===== src/rtl/uart_rx.sv =====
// UART receiver: 8x oversampled, majority-voted bits, LSB-first, one-byte holding
// register with frame-error and sticky overrun flags.
module uart_rx #(
   parameter int unsigned DATA_BITS = 8
) (
   input  logic       i_clk,
   input  logic       i_rst_n,
   input  logic       i_ce_x8,
   input  logic       i_rx,
   input  logic       i_ack,
   output logic [7:0] o_data,
   output logic       o_valid,
   output logic       o_frame_err,
   output logic       o_overrun,
   output logic       o_busy
);

   localparam int unsigned TICK_W = 3;
   localparam int unsigned IDX_W  = 3;
   localparam int unsigned BYTE_W = 8;

   typedef enum logic [2:0] {
      S_IDLE,
      S_START,
      S_DATA,
      S_STOP,
      S_WAIT_HIGH
   } state_t;

   state_t              r_state;
   logic [1:0]          r_sync;
   logic [TICK_W-1:0]   r_tick;
   logic [IDX_W-1:0]    r_bit_idx;
   logic [BYTE_W-1:0]   r_shift;
   logic                r_s3;
   logic                r_s4;
   logic                r_bit;

   logic                w_rx;
   logic                w_maj;
   logic                w_done;
   logic [BYTE_W-1:0]   w_shift_next;

   assign w_rx   = r_sync[1];
   assign w_maj  = (r_s3 & r_s4) | (r_s3 & w_rx) | (r_s4 & w_rx);
   assign w_done = i_ce_x8 && (r_state == S_STOP) && (r_tick == TICK_W'(5));
   assign o_busy = (r_state != S_IDLE);

   // New bit enters at DATA_BITS-1 so the finished word lands right-aligned.
   always_comb begin
      w_shift_next                = {1'b0, r_shift[BYTE_W-1:1]};
      w_shift_next[DATA_BITS-1]   = r_bit;
   end

   always_ff @(posedge i_clk or negedge i_rst_n) begin
      if (!i_rst_n) begin
         r_sync <= 2'b11;
      end else begin
         r_sync <= {r_sync[0], i_rx};
      end
   end

   // Receive FSM; everything advances only on oversample ticks.
   always_ff @(posedge i_clk or negedge i_rst_n) begin
      if (!i_rst_n) begin
         r_state   <= S_IDLE;
         r_tick    <= '0;
         r_bit_idx <= '0;
         r_shift   <= '0;
         r_s3      <= 1'b1;
         r_s4      <= 1'b1;
         r_bit     <= 1'b0;
      end else if (i_ce_x8) begin
         if (r_tick == TICK_W'(3)) r_s3 <= w_rx;
         if (r_tick == TICK_W'(4)) r_s4 <= w_rx;
         case (r_state)
            S_IDLE: begin
               if (!w_rx) begin
                  r_state   <= S_START;
                  r_tick    <= TICK_W'(1);
                  r_bit_idx <= '0;
                  r_shift   <= '0;
               end
            end
            S_START: begin
               r_tick <= r_tick + TICK_W'(1);
               if (r_tick == TICK_W'(5) && w_maj) begin
                  r_state <= S_IDLE;
                  r_tick  <= '0;
               end else if (r_tick == TICK_W'(7)) begin
                  r_state   <= S_DATA;
                  r_bit_idx <= '0;
               end
            end
            S_DATA: begin
               r_tick <= r_tick + TICK_W'(1);
               if (r_tick == TICK_W'(5)) r_bit <= w_maj;
               if (r_tick == TICK_W'(7)) begin
                  r_shift <= w_shift_next;
                  if (r_bit_idx == IDX_W'(DATA_BITS - 1)) begin
                     r_state   <= S_STOP;
                     r_bit_idx <= '0;
                  end else begin
                     r_bit_idx <= r_bit_idx + IDX_W'(1);
                  end
               end
            end
            S_STOP: begin
               r_tick <= r_tick + TICK_W'(1);
               if (r_tick == TICK_W'(5)) begin
                  r_tick  <= '0;
                  r_state <= w_maj ? S_IDLE : S_WAIT_HIGH;
               end
            end
            S_WAIT_HIGH: begin
               if (w_rx) r_state <= S_IDLE;
            end
            default: begin
               r_state <= S_IDLE;
               r_tick  <= '0;
            end
         endcase
      end
   end

   // Holding register: a completion with ack in the same cycle counts as a free slot.
   always_ff @(posedge i_clk or negedge i_rst_n) begin
      if (!i_rst_n) begin
         o_data      <= '0;
         o_valid     <= 1'b0;
         o_frame_err <= 1'b0;
         o_overrun   <= 1'b0;
      end else if (w_done) begin
         if (!o_valid || i_ack) begin
            o_data      <= r_shift;
            o_frame_err <= ~w_maj;
            o_valid     <= 1'b1;
            if (i_ack) o_overrun <= 1'b0;
         end else begin
            o_overrun <= 1'b1;
         end
      end else if (i_ack) begin
         o_valid   <= 1'b0;
         o_overrun <= 1'b0;
      end
   end

endmodule

===== config.mk =====
export PLATFORM = sky130hd
export DESIGN_NAME = uart_rx
export DESIGN_NICKNAME = d
export VERILOG_FILES = /design/src/rtl/uart_rx.sv
export SDC_FILE = /design/constraint.sdc
export NUM_CORES = 1
export LEC_CHECK = 0
export ABC_AREA = 1
export CAP_MARGIN = 15
export CORE_ASPECT_RATIO = 1.5
export CORE_MARGIN = 2
export CORE_UTILIZATION = 50
export CTS_CLUSTER_DIAMETER = 120
export CTS_CLUSTER_SIZE = 12
export DETAILED_ROUTE_END_ITERATION = 16
export GPL_TIMING_DRIVEN = 0
export HOLD_SLACK_MARGIN = 0.15
export PLACE_DENSITY = 0.72
export SLEW_MARGIN = 20
export SYNTH_ARGS = -nofsm -noshare
export SYNTH_HDL_FRONTEND = slang
export SYNTH_SLANG_ARGS = --single-unit

===== constraint.sdc =====
create_clock -name i_clk -period 1.7 [get_ports i_clk]
set_input_delay 0.255 -clock i_clk [delete_from_list [all_inputs] [get_ports i_clk]]
set_output_delay 0.255 -clock i_clk [all_outputs]
set_load 0.01 [all_outputs]

==> metrics.csv <==
stage;metric;value;unit
cells_and_area;nets;217;
synthesis;syn_area;1650;um^2
power;peakVddDrop;0.000828;V
critical_path;startpoint_type;register;
placement;place_ws;0.0486;ns
floorplan;dieArea;3780;um^2
placement;numPortBuffers;15;
route;totalWireLength;3.37;mm
clock_tree;cts_num_sinks;33;
timing;max_freq;626;MHz
critical_path;critical_path_class;register to register;
power;p_leak;0.932;nW
critical_path;crit_required;1.87;ns
cells_and_area;fin_cells;246;
timing;hold_slack;0.280;ns
route;via_count;1304;
placement;dpl_cell_area;1840;um^2
timing;skew;0.00278;ns
clock_tree;clk_pin_slew;0.06;ns
clock_tree;cts_tree;built;
clock_tree;cts-buffers-inserted;5;
synthesis;synth_fp_nets;191;
cells_and_area;drive_gt1_frac;0.233;
global_routing;grt_max_degree;34;
cells_and_area;final_area;2000;um^2
global_routing;track_usage;0.217;
synthesis;yosys_warnings;0;
synthesis;seq_area_frac_synth;0.504;
floorplan;initial_core_util;0.522;
route;dr.pass1.iters;4;
route;ant_nets;0;
route;first_iter_violations;35;
synthesis;synth-seq-cells;33;
floorplan;die_y;74.3;um
floorplan;rows;25;
power;p_total;2.65;mW
clock_tree;clkLatencyLatePin;0.28;ns
route;drc;0;
route;wl_per_cell;13.7;um
floorplan;io_pins;17;
outcome;status;finished, final reports clean;
timing;setup-violations-final;0;
timing;fin_setup_tns;0;ns
synthesis;synthesis.instances;179;
global_routing;grt_pass1_vias;1330;
global_routing;grt_pass1_wl;5.92;mm
power;power_density;1330;nW/um^2
floorplan;die_x;50.9;um
cells_and_area;post-route-util;0.634;
placement;dp_hpwl;2.42;mm
cells_and_area;antennaDiodeCount;0;
clock_tree;ctsLongestPathBuffers;2;
placement;place.gp.congestion;0.898;
worst_hold_path;hp-class;input pin to register;
timing;timing.final.crit_share;0.939;
clock_tree;htreeDepth;2;
cells_and_area;area_growth;21.5;%
critical_path;critPathArrivalTime;1.77;ns
critical_path;r2r_setup_slack;0.10;ns
route;vias_per_cell;5.30;
global_routing;antenna_found_initial;0;
timing;slew_violations;0;
critical_path;path_max_fanout;6;
timing;rsz0062_at_grt;false;
critical_path;critPathCaptureType;register;
timing;layout_setup_ws;0.103;ns
placement;dp_cells;234;
synthesis;synth_cell_types;29;
timing;relSlewSlack;0.526;
timing;min_period;1.60;ns
floorplan;core_area;3160;um^2
clock_tree;root_buffer;clkbuf_8;
timing;worst_slew_pin_slew;0.712;ns
run;drv_cap;0;
timing;finalHoldViolations;0;
synthesis;syn_avg_cell_area;9.21;um^2
global_routing;overflow;0;
[synthesized netlist by cell type (all sizes together)]
| cell | count | share of area |
|---|---|---|
| ha | 7 | 0.053 |
| and2 | 1 | 0.0038 |
| nor2 | 10 | 0.027 |
| dfstp | 4 | 0.064 |
| buf | 3 | 0.017 |
| nand3b | 3 | 0.014 |
| nor3 | 1 | 0.0030 |
| o21ai | 20 | 0.077 |
| o22ai | 1 | 0.0038 |
| nand2 | 48 | 0.11 |
| nand3 | 19 | 0.070 |
| a31oi | 1 | 0.0038 |
| nand4 | 4 | 0.024 |
| inv | 22 | 0.050 |
| a2bb2oi | 1 | 0.0053 |
| mux2 | 1 | 0.0068 |
| a21oi | 3 | 0.018 |
| a21o | 1 | 0.0053 |
| dfrtp | 29 | 0.44 |
[routing by layer]
layer	wire length, um	global-route usage
met5	0	0
met4	110	0.123
met3	154	0.0643
met2	1710	0.373
met1	1390	0.238
[layout make-up]
type,count,area (um^2)
fill,274,1160
sequential,33,835
multi-input combinational,121,727
timing repair buffer,19,176
clock buffer,7,96.3
inverter,22,85.1
tap,40,50.0
buffer,3,27.5
clock inverter,1,5.00
[repair_timing]
item	in CTS	in global routing
setup buffers	1	2
hold buffers	1	0
setup endpoints to repair	1	14
resized for setup	5	5
pin swaps	0	2
hold endpoints to repair	29	0
[cell families (layout without fill, tap and decap cells)]
kind of cell             count (synthesis)  in the layout  synth area share
AO/OA/AOI/OAI                           27             27             0.113
AND/OR/NAND/NOR                         86             86             0.256
buffers and inverters                   25             52            0.0668
multiplexers                             1              1           0.00683
flip-flops                              33             33             0.504
adder cells (fa/ha/maj)                  7              7            0.0531
[flip-flops by register name (all words and copies together) (netlist names)]
| register | cells |
|---|---|
| o_data | 8 |
| r_shift | 8 |
| r_bit_idx | 3 |
| r_state | 3 |
| r_tick | 3 |
| r_sync | 2 |
| o_frame_err | 1 |
| o_overrun | 1 |
| o_valid | 1 |
| r_bit | 1 |
| r_s3 | 1 |
| r_s4 | 1 |
[critical path, stage by stage, from the launching register on]
cell     delay, ns
dfrtp_2       0.43
buf_4         0.17
nor2_1        0.23
nand2_2       0.17
nor2_1        0.14
mux2_2        0.34
[power breakdown]
| group | internal, mW | switching [mW] | leakage (nW) |
|---|---|---|---|
| Combinational | 0.352 | 0.585 | 0.441 |
| Sequential | 0.934 | 0.139 | 0.436 |
| Clock | 0.366 | 0.278 | 0.0542 |
| Total | 1.65 | 1.00 | 0.932 |
[placed cells by master (no fill, tap or decap), types with 4 or more instances in the layout]
cell and instances:
o21ai_0 9, nand2_2 4, clkbuf_8 7, o21ai_2 7, o21ai_1 4, nand3_2 4, clkdlybuf4s50_1 13, nand2_1 44
inv_1 20, dfstp_2 4, dfrtp_1 26, ha_1 6, nand3_1 15, nor2_1 7
[path summary, 6_finish.rpt]
| check | start | endpoint | cells after the start |
|---|---|---|---|
| max | r_state[2] | r_bit | 5 |
| max in group asynchronous | i_rst_n | r_state[1] | 2 |
| min | i_ce_x8 | r_s3 | 2 |
| min in group asynchronous | i_rst_n | r_tick[2] | 2 |
| min reg2reg | r_sync[0] | r_sync[1] | 0 |
| max reg2reg | r_state[2] | r_bit | 5 |
No activity file was read; power rests on OpenSTA's default activity.
